$ cat src/rtl/ecliptic_fclass_unit_if.sv
// Request/response bundle for the FCLASS unit: decoupled valid/ready request
// carrying operand and tag, and a tagged class-mask response.
interface ecliptic_fclass_unit_if #(
  parameter int FLEN  = 32,
  parameter int TAG_W = 4
);
  logic             req_valid;
  logic             req_ready;
  logic [FLEN-1:0]  req_src;
  logic [TAG_W-1:0] req_tag;
  logic             rsp_valid;
  logic             rsp_ready;
  logic [9:0]       rsp_res;
  logic [TAG_W-1:0] rsp_tag;

  modport master (
    output req_valid, req_src, req_tag, rsp_ready,
    input  req_ready, rsp_valid, rsp_res, rsp_tag
  );

  modport slave (
    input  req_valid, req_src, req_tag, rsp_ready,
    output req_ready, rsp_valid, rsp_res, rsp_tag
  );
endinterface

$ cat src/rtl/ecliptic_fclass_unit.sv
// Floating-point classification unit: produces the RISC-V FCLASS one-hot mask
// for a parametrised IEEE-754 format, with optional NaN-box checking, and
// queues tagged results in a small output FIFO.
module ecliptic_fclass_unit #(
  parameter int FLEN         = 32,
  parameter int EXP_W        = 8,
  parameter int MAN_W        = 23,
  parameter int NANBOX_CHECK = 1,
  parameter int TAG_W        = 4,
  parameter int DEPTH        = 2
) (
  input  logic                    clk,
  input  logic                    nrst,
  ecliptic_fclass_unit_if.slave   bus,
  input  logic                    flush,
  output logic                    snan_seen
);

  localparam int FMT_W = 1 + EXP_W + MAN_W;
  localparam int PTR_W = (DEPTH > 1) ? $clog2(DEPTH) : 1;
  localparam int CNT_W = $clog2(DEPTH + 1);
  localparam logic [CNT_W-1:0] CNT_FULL = CNT_W'(DEPTH);
  localparam logic [PTR_W-1:0] PTR_LAST = PTR_W'(DEPTH - 1);

  // Reject parameter sets the datapath cannot represent.
  if (FMT_W > FLEN) begin : g_bad_fmt
    $error("ecliptic_fclass_unit: format width exceeds FLEN");
  end
  if (DEPTH < 1) begin : g_bad_depth
    $error("ecliptic_fclass_unit: DEPTH must be at least 1");
  end

  // One-hot FCLASS mask from the unpacked fields.
  function automatic logic [9:0] fclass_f(input logic sgn,
                                          input logic [EXP_W-1:0] e,
                                          input logic [MAN_W-1:0] m);
    logic [9:0] r;
    r = 10'h000;
    if (&e) begin
      if (m == {MAN_W{1'b0}}) r = sgn ? 10'h001 : 10'h080;
      else if (m[MAN_W-1])    r = 10'h200;
      else                    r = 10'h100;
    end else if (e == {EXP_W{1'b0}}) begin
      if (m == {MAN_W{1'b0}}) r = sgn ? 10'h008 : 10'h010;
      else                    r = sgn ? 10'h004 : 10'h020;
    end else begin
      r = sgn ? 10'h002 : 10'h040;
    end
    return r;
  endfunction

  // Circular pointer advance, wrapping at DEPTH rather than a power of two.
  function automatic logic [PTR_W-1:0] ptr_inc_f(input logic [PTR_W-1:0] p);
    logic [PTR_W-1:0] n;
    if (p == PTR_LAST) n = {PTR_W{1'b0}};
    else               n = p + PTR_W'(1);
    return n;
  endfunction

  logic             box_bad_s;
  logic [9:0]       cls_s;
  logic             push_s;
  logic             pop_s;
  logic             ready_r;
  logic             snan_r;
  logic [CNT_W-1:0] cnt_r;
  logic [PTR_W-1:0] wr_ptr_r;
  logic [PTR_W-1:0] rd_ptr_r;
  logic [9:0]       res_mem_r [DEPTH];
  logic [TAG_W-1:0] tag_mem_r [DEPTH];

  // Upper register bits must be all-ones for a narrower operand to be valid.
  if (NANBOX_CHECK != 0 && FLEN > FMT_W) begin : g_box
    assign box_bad_s = ~(&bus.req_src[FLEN-1:FMT_W]);
  end else begin : g_nobox
    assign box_bad_s = 1'b0;
  end

  // Classify the incoming operand; a bad NaN-box forces canonical qNaN.
  always_comb begin
    cls_s = 10'h000;
    if (box_bad_s) begin
      cls_s = 10'h200;
    end else begin
      cls_s = fclass_f(bus.req_src[FMT_W-1], bus.req_src[FMT_W-2:MAN_W],
                       bus.req_src[MAN_W-1:0]);
    end
  end

  assign bus.req_ready = ready_r & (cnt_r != CNT_FULL);
  assign bus.rsp_valid = (cnt_r != {CNT_W{1'b0}});
  assign push_s        = bus.req_valid & bus.req_ready & ~flush;
  assign pop_s         = bus.rsp_valid & bus.rsp_ready & ~flush;
  assign snan_seen     = snan_r;

  // Head entry is presented only while the FIFO holds data.
  always_comb begin
    bus.rsp_res = 10'h000;
    bus.rsp_tag = {TAG_W{1'b0}};
    if (bus.rsp_valid) begin
      bus.rsp_res = res_mem_r[rd_ptr_r];
      bus.rsp_tag = tag_mem_r[rd_ptr_r];
    end else begin
      bus.rsp_res = 10'h000;
      bus.rsp_tag = {TAG_W{1'b0}};
    end
  end

  // FIFO control, start-up ready and sticky sNaN flag; flush wins over all.
  always_ff @(posedge clk or negedge nrst) begin
    if (!nrst) begin
      ready_r  <= 1'b0;
      snan_r   <= 1'b0;
      cnt_r    <= {CNT_W{1'b0}};
      wr_ptr_r <= {PTR_W{1'b0}};
      rd_ptr_r <= {PTR_W{1'b0}};
    end else begin
      ready_r <= 1'b1;
      if (flush) begin
        snan_r   <= 1'b0;
        cnt_r    <= {CNT_W{1'b0}};
        wr_ptr_r <= {PTR_W{1'b0}};
        rd_ptr_r <= {PTR_W{1'b0}};
      end else begin
        if (push_s) wr_ptr_r <= ptr_inc_f(wr_ptr_r);
        else        wr_ptr_r <= wr_ptr_r;
        if (pop_s)  rd_ptr_r <= ptr_inc_f(rd_ptr_r);
        else        rd_ptr_r <= rd_ptr_r;
        case ({push_s, pop_s})
          2'b10:   cnt_r <= cnt_r + CNT_W'(1);
          2'b01:   cnt_r <= cnt_r - CNT_W'(1);
          default: cnt_r <= cnt_r;
        endcase
        if (push_s && cls_s[8]) snan_r <= 1'b1;
        else                    snan_r <= snan_r;
      end
    end
  end

  // FIFO storage; cleared on reset so no pre-reset data can ever resurface.
  always_ff @(posedge clk or negedge nrst) begin
    if (!nrst) begin
      for (int i = 0; i < DEPTH; i++) begin
        res_mem_r[i] <= 10'h000;
        tag_mem_r[i] <= {TAG_W{1'b0}};
      end
    end else begin
      if (push_s) begin
        res_mem_r[wr_ptr_r] <= cls_s;
        tag_mem_r[wr_ptr_r] <= bus.req_tag;
      end else begin
        res_mem_r[wr_ptr_r] <= res_mem_r[wr_ptr_r];
        tag_mem_r[wr_ptr_r] <= tag_mem_r[wr_ptr_r];
      end
    end
  end

endmodule

$ cat src/flat_wrapper.sv
// flat-port wrapper written by rule: the top's interface ports become plain ports
module ecliptic_fclass_unit_flat 
#(
  parameter int FLEN         = 32,
  parameter int EXP_W        = 8,
  parameter int MAN_W        = 23,
  parameter int NANBOX_CHECK = 1,
  parameter int TAG_W        = 4,
  parameter int DEPTH        = 2
)
  (clk, nrst, flush, snan_seen, bus_req_valid, bus_req_src, bus_req_tag, bus_rsp_ready, bus_req_ready, bus_rsp_valid, bus_rsp_res, bus_rsp_tag);
  ecliptic_fclass_unit_if #(.FLEN(FLEN), .TAG_W(TAG_W)) bus_i ();
  input  logic clk;
  input  logic nrst;
  input  logic flush;
  output logic snan_seen;
  input wire logic [$bits(bus_i.req_valid)-1:0] bus_req_valid;
  input wire logic [$bits(bus_i.req_src)-1:0] bus_req_src;
  input wire logic [$bits(bus_i.req_tag)-1:0] bus_req_tag;
  input wire logic [$bits(bus_i.rsp_ready)-1:0] bus_rsp_ready;
  output wire logic [$bits(bus_i.req_ready)-1:0] bus_req_ready;
  output wire logic [$bits(bus_i.rsp_valid)-1:0] bus_rsp_valid;
  output wire logic [$bits(bus_i.rsp_res)-1:0] bus_rsp_res;
  output wire logic [$bits(bus_i.rsp_tag)-1:0] bus_rsp_tag;
  assign bus_i.req_valid = bus_req_valid;
  assign bus_i.req_src = bus_req_src;
  assign bus_i.req_tag = bus_req_tag;
  assign bus_i.rsp_ready = bus_rsp_ready;
  assign bus_req_ready = bus_i.req_ready;
  assign bus_rsp_valid = bus_i.rsp_valid;
  assign bus_rsp_res = bus_i.rsp_res;
  assign bus_rsp_tag = bus_i.rsp_tag;
  ecliptic_fclass_unit #(.FLEN(FLEN), .EXP_W(EXP_W), .MAN_W(MAN_W), .NANBOX_CHECK(NANBOX_CHECK), .TAG_W(TAG_W), .DEPTH(DEPTH)) u_core (.clk(clk), .nrst(nrst), .bus(bus_i), .flush(flush), .snan_seen(snan_seen));
endmodule
$ cat config.mk
export PLATFORM = sky130hd
export DESIGN_NAME = ecliptic_fclass_unit_flat
export DESIGN_NICKNAME = d
export VERILOG_FILES = /design/src/rtl/ecliptic_fclass_unit_if.sv /design/src/rtl/ecliptic_fclass_unit.sv /design/src/flat_wrapper.sv
export SDC_FILE = /design/constraint.sdc
export NUM_CORES = 1
export LEC_CHECK = 0
export CAP_MARGIN = 20
export CELL_PAD_IN_SITES_DETAIL_PLACEMENT = 0
export CELL_PAD_IN_SITES_GLOBAL_PLACEMENT = 1
export CORE_MARGIN = 2
export CORE_UTILIZATION = 36
export CTS_BUF_LIST = sky130_fd_sc_hd__clkbuf_8
export DETAILED_ROUTE_END_ITERATION = 6
export PLACE_DENSITY = 0.82
export SETUP_SLACK_MARGIN = 0.05
export SLEW_MARGIN = 40
export SYNTH_ARGS = -nofsm -noshare
export SYNTH_HDL_FRONTEND = slang
export SYNTH_SLANG_ARGS = --single-unit
$ cat constraint.sdc
create_clock -name clk -period 2.35 [get_ports clk]
set_input_delay 0.5875 -clock clk [delete_from_list [all_inputs] [get_ports clk]]
set_output_delay 0.5875 -clock clk [all_outputs]
set_load 0.005 [all_outputs]
After elaboration in Yosys (flattened, before gate mapping) --
Index checks and enable logic that the tools add are counted.
Word-level totals: bits in registers 34, bits of input ports 41, output and inout port bits 17, word-level logic and storage cells 80
Cells by class: $add $sub $neg 4, magnitude comparators 3, equality and inequality tests 3, muxes and demuxes 43, bitwise gates (word level) 8, reduce and logical (&&, ||, !) cells 10
Operators with widths (count):
- $mux W10 | 13
- $bwmux W20 | 2
- $mux W4 | 8
- $logic_not A23 Y1 | 1
- $mux W20 | 1
- $bwmux W8 | 2
- $mux W8 | 2
- $demux W10 S1 | 1
- $logic_not A8 Y1 | 1
- $mux W1 | 8
- $reduce_and A8 Y1 | 1
- $reduce_bool A2 Y1 | 4
- $mux W7 | 1
- $mux W6 | 1
- $and A1 B1 Y1 | 5
- $mux W5 | 1
- $demux W4 S1 | 1
- $ge A2 B2 Y1 const B | 2
- $not A1 Y2 | 2
- $pmux W2 S2 | 1
- $reduce_bool A3 Y1 | 1
- $add A1 B1 Y1 const B | 2
- $add A2 B1 Y2 const B | 1
- $eq A2 B1 Y1 const B | 1
- 7 further kinds | 8

Logic depth before layout (Yosys ltp) --
Gate-level depths: netlist (run 1).
depth after elaboration 7, gate-level depth with buffers 5, mapped depth without buffers 4

Worst setup path after synthesis (run 1) --
Ideal clock, no wire load.
kind input to register, start point input port bus_req_valid, end point register u_core.tag_mem_r[3] in the netlist's numbering, library setup time 0.128 ns, arrival time 1.665 ns, required time 2.222 ns, slack 0.557 ns, stages 4, buffers on the path 1, path through nand2_1 -> or4b_4 -> buf_6 -> mux2_1
Between the ends: word-level cells in the longest chain between the ends 3
RTL lines:
- start, declared | line flat_wrapper.sv:17 | input wire logic [$bits(bus_i.req_valid)-1:0] bus_req_valid;
- $and A1 B1 Y1 (2 in series) | line ecliptic_fclass_unit.sv:92 | assign push_s = bus.req_valid & bus.req_ready & ~flush;
- $mux W8 | line ecliptic_fclass_unit.sv:148 | if (push_s) begin
- end signal, assigned by index | line ecliptic_fclass_unit.sv:145 | tag_mem_r[i] <= {TAG_W{1'b0}};
- end signal, assigned by index | line ecliptic_fclass_unit.sv:150 | tag_mem_r[wr_ptr_r] <= bus.req_tag;
- end signal, assigned by index | line ecliptic_fclass_unit.sv:153 | tag_mem_r[wr_ptr_r] <= tag_mem_r[wr_ptr_r];
- end, declared | line ecliptic_fclass_unit.sv:70 | logic [TAG_W-1:0] tag_mem_r [DEPTH];
No other way between the ends. A chain may end at the register's enable or synchronous reset.

Worst setup path after layout (run 1) --
start point register u_core.cnt_r[1], end point output port bus_req_ready
Between the ends: word-level cells in the longest chain between the ends 2
RTL lines:
- start, declared | line ecliptic_fclass_unit.sv:66 | logic [CNT_W-1:0] cnt_r;
- start signal, assigned | line ecliptic_fclass_unit.sv:114 | cnt_r <= {CNT_W{1'b0}};
- start signal, assigned | line ecliptic_fclass_unit.sv:121 | cnt_r <= {CNT_W{1'b0}};
- start signal, assigned | line ecliptic_fclass_unit.sv:130 | 2'b10: cnt_r <= cnt_r + CNT_W'(1);
- $ne A2 B2 Y1 | line ecliptic_fclass_unit.sv:90 | assign bus.req_ready = ready_r & (cnt_r != CNT_FULL);
- $and A1 B1 Y1 | line ecliptic_fclass_unit.sv:90
- end, declared | line flat_wrapper.sv:21 | output wire logic [$bits(bus_i.req_ready)-1:0] bus_req_ready;
No other way between the ends.

==> impl_summary.txt, run 1 <==
----------------------------------------------------
[CTS]
  CTS tree ... built
  CTS Root Cell ... sky130_fd_sc_hd__clkbuf_8
  Hold-fix buffers at CTS ... 0
  Worst-skew pair later-pin latency ... 280 ps
  Clock transition at the register clock pins on the worst setup and hold paths after CTS ... 70 ps
  Number of buffers created by CTS ... 5
  CTS HTree Levels ... 2
  Clock Tree Buf Depth ... 2
  Total number of clock tree sinks ... 34

[Cells and area]
  Final std cell area, no fill ... 2570 µm²
  Layout filler cell count ... 430
  Diodes inserted ... 0
  Area added between synthesis and finish ... 46.8%
  Ratio of cells with drive above 1 in the final layout ... 0.143
  Final Net Count ... 270
  Multi-input logic area ... 838 µm²
  FF+latch area ... 851 µm²

[Detailed routing]
  Post-detailed-route wirelength per cell ... 12.8 µm
  Aggregate routed wire length ... 3820 µm
  Detail Route Antenna Nets ... 0
  Number of vias per cell ... 4.98
  Length of the first detailed-routing pass in iterations ... 4
  Via count ... 1,479
  Drt drc ... 0
  Count of routing violations after the opening detailed-route iteration ... 54

[Worst setup path]
  Worst Setup Start Kind ... flop
  Kind of critical path ... flop to output port
  Nature of the critical path endpoint ... output port
  Required time of the worst setup path ... 1760 ps
  Endpoint arrival time on the critical path ... 1640 ps
  Largest fanout of any net on the critical path ... 6

[Synthesis]
  Primary flip-flop cell chosen by synthesis mapping ... sky130_fd_sc_hd__dfrtp_1
  Net count of the mapped netlist ... 204
  Register area share after synthesis ... 0.485
  Async SR Flop Fraction ... 1.00
  Post-synthesis instance area ... 1750 µm²
  Per-instance average area after synthesis ... 10.8 µm²
  Number of synthesized flops with an enable pin ... 0
  Total number of yosys warnings ... 0
  Synth unique cells ... 37
  Post-synthesis instance total ... 163
  Number of synthesized register bits ... 34

[Timing]
  Setup TNS ... 0 ps
  Final clock period utilization by the worst path ... 0.946
  Hold Worst Slack ... 479 ps
  Minimum clock period after layout ... 2220 ps
  Max-slew violation count ... 0
  Maximum operating frequency ... 450 MHz
  Unrepaired setup endpoints after global routing ... yes
  Total count of hold-check failures in the final report ... 0
  Final worst clock skew ... 6.08 ps
  Final count of negative-setup-slack endpoints ... 0

[Place]
  Routability cong. ... 0.758
  Placed wire-length estimate ... 2750 µm
  Number of input and output port buffers inserted ... 57
  Post-DP Area ... 2450 µm²

[Run status]
  Run status ... completed

[Global routing]
  Total global-route track usage ... 0.155
  Antenna violations before repair ... 0
  Via count of the first global-routing pass ... 1,447
  Final global-route overflow total ... 0
  Maximum number of pins on one net before global-route repair ... 35
  Global-route wire length before repair ... 6360 µm

[Min path]
  Type of the most critical hold path ... flop to flop

[Pwr]
  IR drop worst, VDD ... 0.267 mV
  Total power per unit cell area ... 556 nW/µm²
  Leakage power of the design ... 0.00107 µW

[Die]
  # IOs ... 58
  Die Span Y ... 73.8 µm
  Site Rows ... 25
  Horiz. Die Dim ... 73.8 µm
  Core footprint ... 4720 µm²
  Total Die Area ... 5440 µm²
  Effective utilization at floorplan ... 0.371

[Run]
  Max-cap viol count ... 0

----------------------------------------------------
-- flip-flops by register name (all words and copies together) (netlist names) --
signal            flops
u_core.wr_ptr_r       1
u_core.snan_seen      1
u_core.res_mem_r     20
u_core.ready_r        1
u_core.cnt_r          2
u_core.rd_ptr_r       1
u_core.tag_mem_r      8
-- stage by stage --
stage	std cells	worst slack [ps]	power, µW	utilization
2_1_floorplan	163	557	792	-
3_3_place_gp	288	75.3	919	0.519
5_1_grt	297	26.9	1500	0.545
4_1_cts	296	98.6	1450	0.542
3_5_place_dp	288	50.5	927	0.519
6_report	297	127	1430	0.545
-- kinds of logic after synthesis --
| family | count (synthesis) | synth area share |
|---|---|---|
| simple gates | 64 | 0.178 |
| flops | 34 | 0.485 |
| compound gates | 25 | 0.136 |
| mux | 24 | 0.153 |
| buf+inv | 13 | 0.0364 |
| xor+xnor | 2 | 0.00999 |
| other cells | 1 | 0.00214 |
-- placed cells by master, fill, tap and decap left out, drive strengths merged, types with 2 or more instances in the layout --
cell,count
clkinv,2
buf,12
nand4,3
nor3,5
clkdlybuf4s50,56
o41ai,6
o21ai,5
o21bai,2
inv,3
nand3,2
a22o,4
nand2,15
nor4,7
a32o,4
dfrtp,34
nor2b,2
clkbuf,5
mux2i,14
mux2,10
nor2,24
-- final cells by class --
cell class | count | area share
tap | 67 | 0.0326
inverter | 3 | 0.00438
timing repair buffer | 69 | 0.264
sequential | 34 | 0.331
multi-input combinational | 116 | 0.326
clock inverter | 3 | 0.0156
clock buffer | 5 | 0.0268
-- power by group --
part	internal, µW	switching (µW)
Clock	312	204
Sequential	644	31.5
Combinational	152	87.0
-- worst max-delay path, cell delays in order, from the launching register on --
cell and delay [ps]:
sky130_fd_sc_hd__dfrtp_1 410, sky130_fd_sc_hd__nor2b_1 400, sky130_fd_sc_hd__nor2b_1 80, sky130_fd_sc_hd__clkdlybuf4s50_1 460
-- Yosys cell counts, drive strengths merged, types with 2 or more instances --
| library cell | n | area (µm²) |
|---|---|---|
| dfrtp | 34 | 851 |
| nor2 | 24 | 92.6 |
| nand2 | 15 | 56.3 |
| mux2i | 14 | 140 |
| mux2 | 10 | 128 |
| buf | 7 | 41.3 |
| nor4 | 7 | 43.8 |
| o41ai | 6 | 97.6 |
| nor3 | 5 | 25.0 |
| o21ai | 5 | 25.0 |
| a22o | 4 | 35.0 |
| a32o | 4 | 40.0 |
| clkbuf | 3 | 11.3 |
| inv | 3 | 11.3 |
| nand4 | 3 | 18.8 |
| nand3 | 2 | 10.0 |
| nor2b | 2 | 12.5 |
| o21bai | 2 | 15.0 |
-- final timing paths --
check                                       end            startpoint  cells past startpoint  slack, ps
setup / recovery                  bus_req_ready       u_core.cnt_r[1]                      3        130
hold / removal             u_core.res_mem_r[15]  u_core.res_mem_r[15]                      2        480
setup reg to reg            u_core.res_mem_r[5]       u_core.cnt_r[1]                      3        520
hold reg to reg            u_core.res_mem_r[15]  u_core.res_mem_r[15]                      2        480
max in group asynchronous   u_core.res_mem_r[2]                  nrst                      2       1340
min in group asynchronous       u_core.cnt_r[0]                  nrst                      2        710
-- layer usage --
metal	track usage	vias up	wire length, µm
li1	-	720	-
met1	0.199	699	1810
met2	0.238	55	1680
met3	0.0494	5	265
met4	0.0667	0	56
met5	0	-	0
-- repair_timing --
item                                    4_1_cts  5_1_grt
buffers inserted                              0        1
endpoints found under the setup margin        0        5
gates resized for setup                       0        2
(Power assumes the default switching activity.)
==> run 2: changes to the inputs <==
CAP_MARGIN = not set   (was 20)
==> results of run 2 <==
Final layout, timing and power as in run 1 (identical DEF).
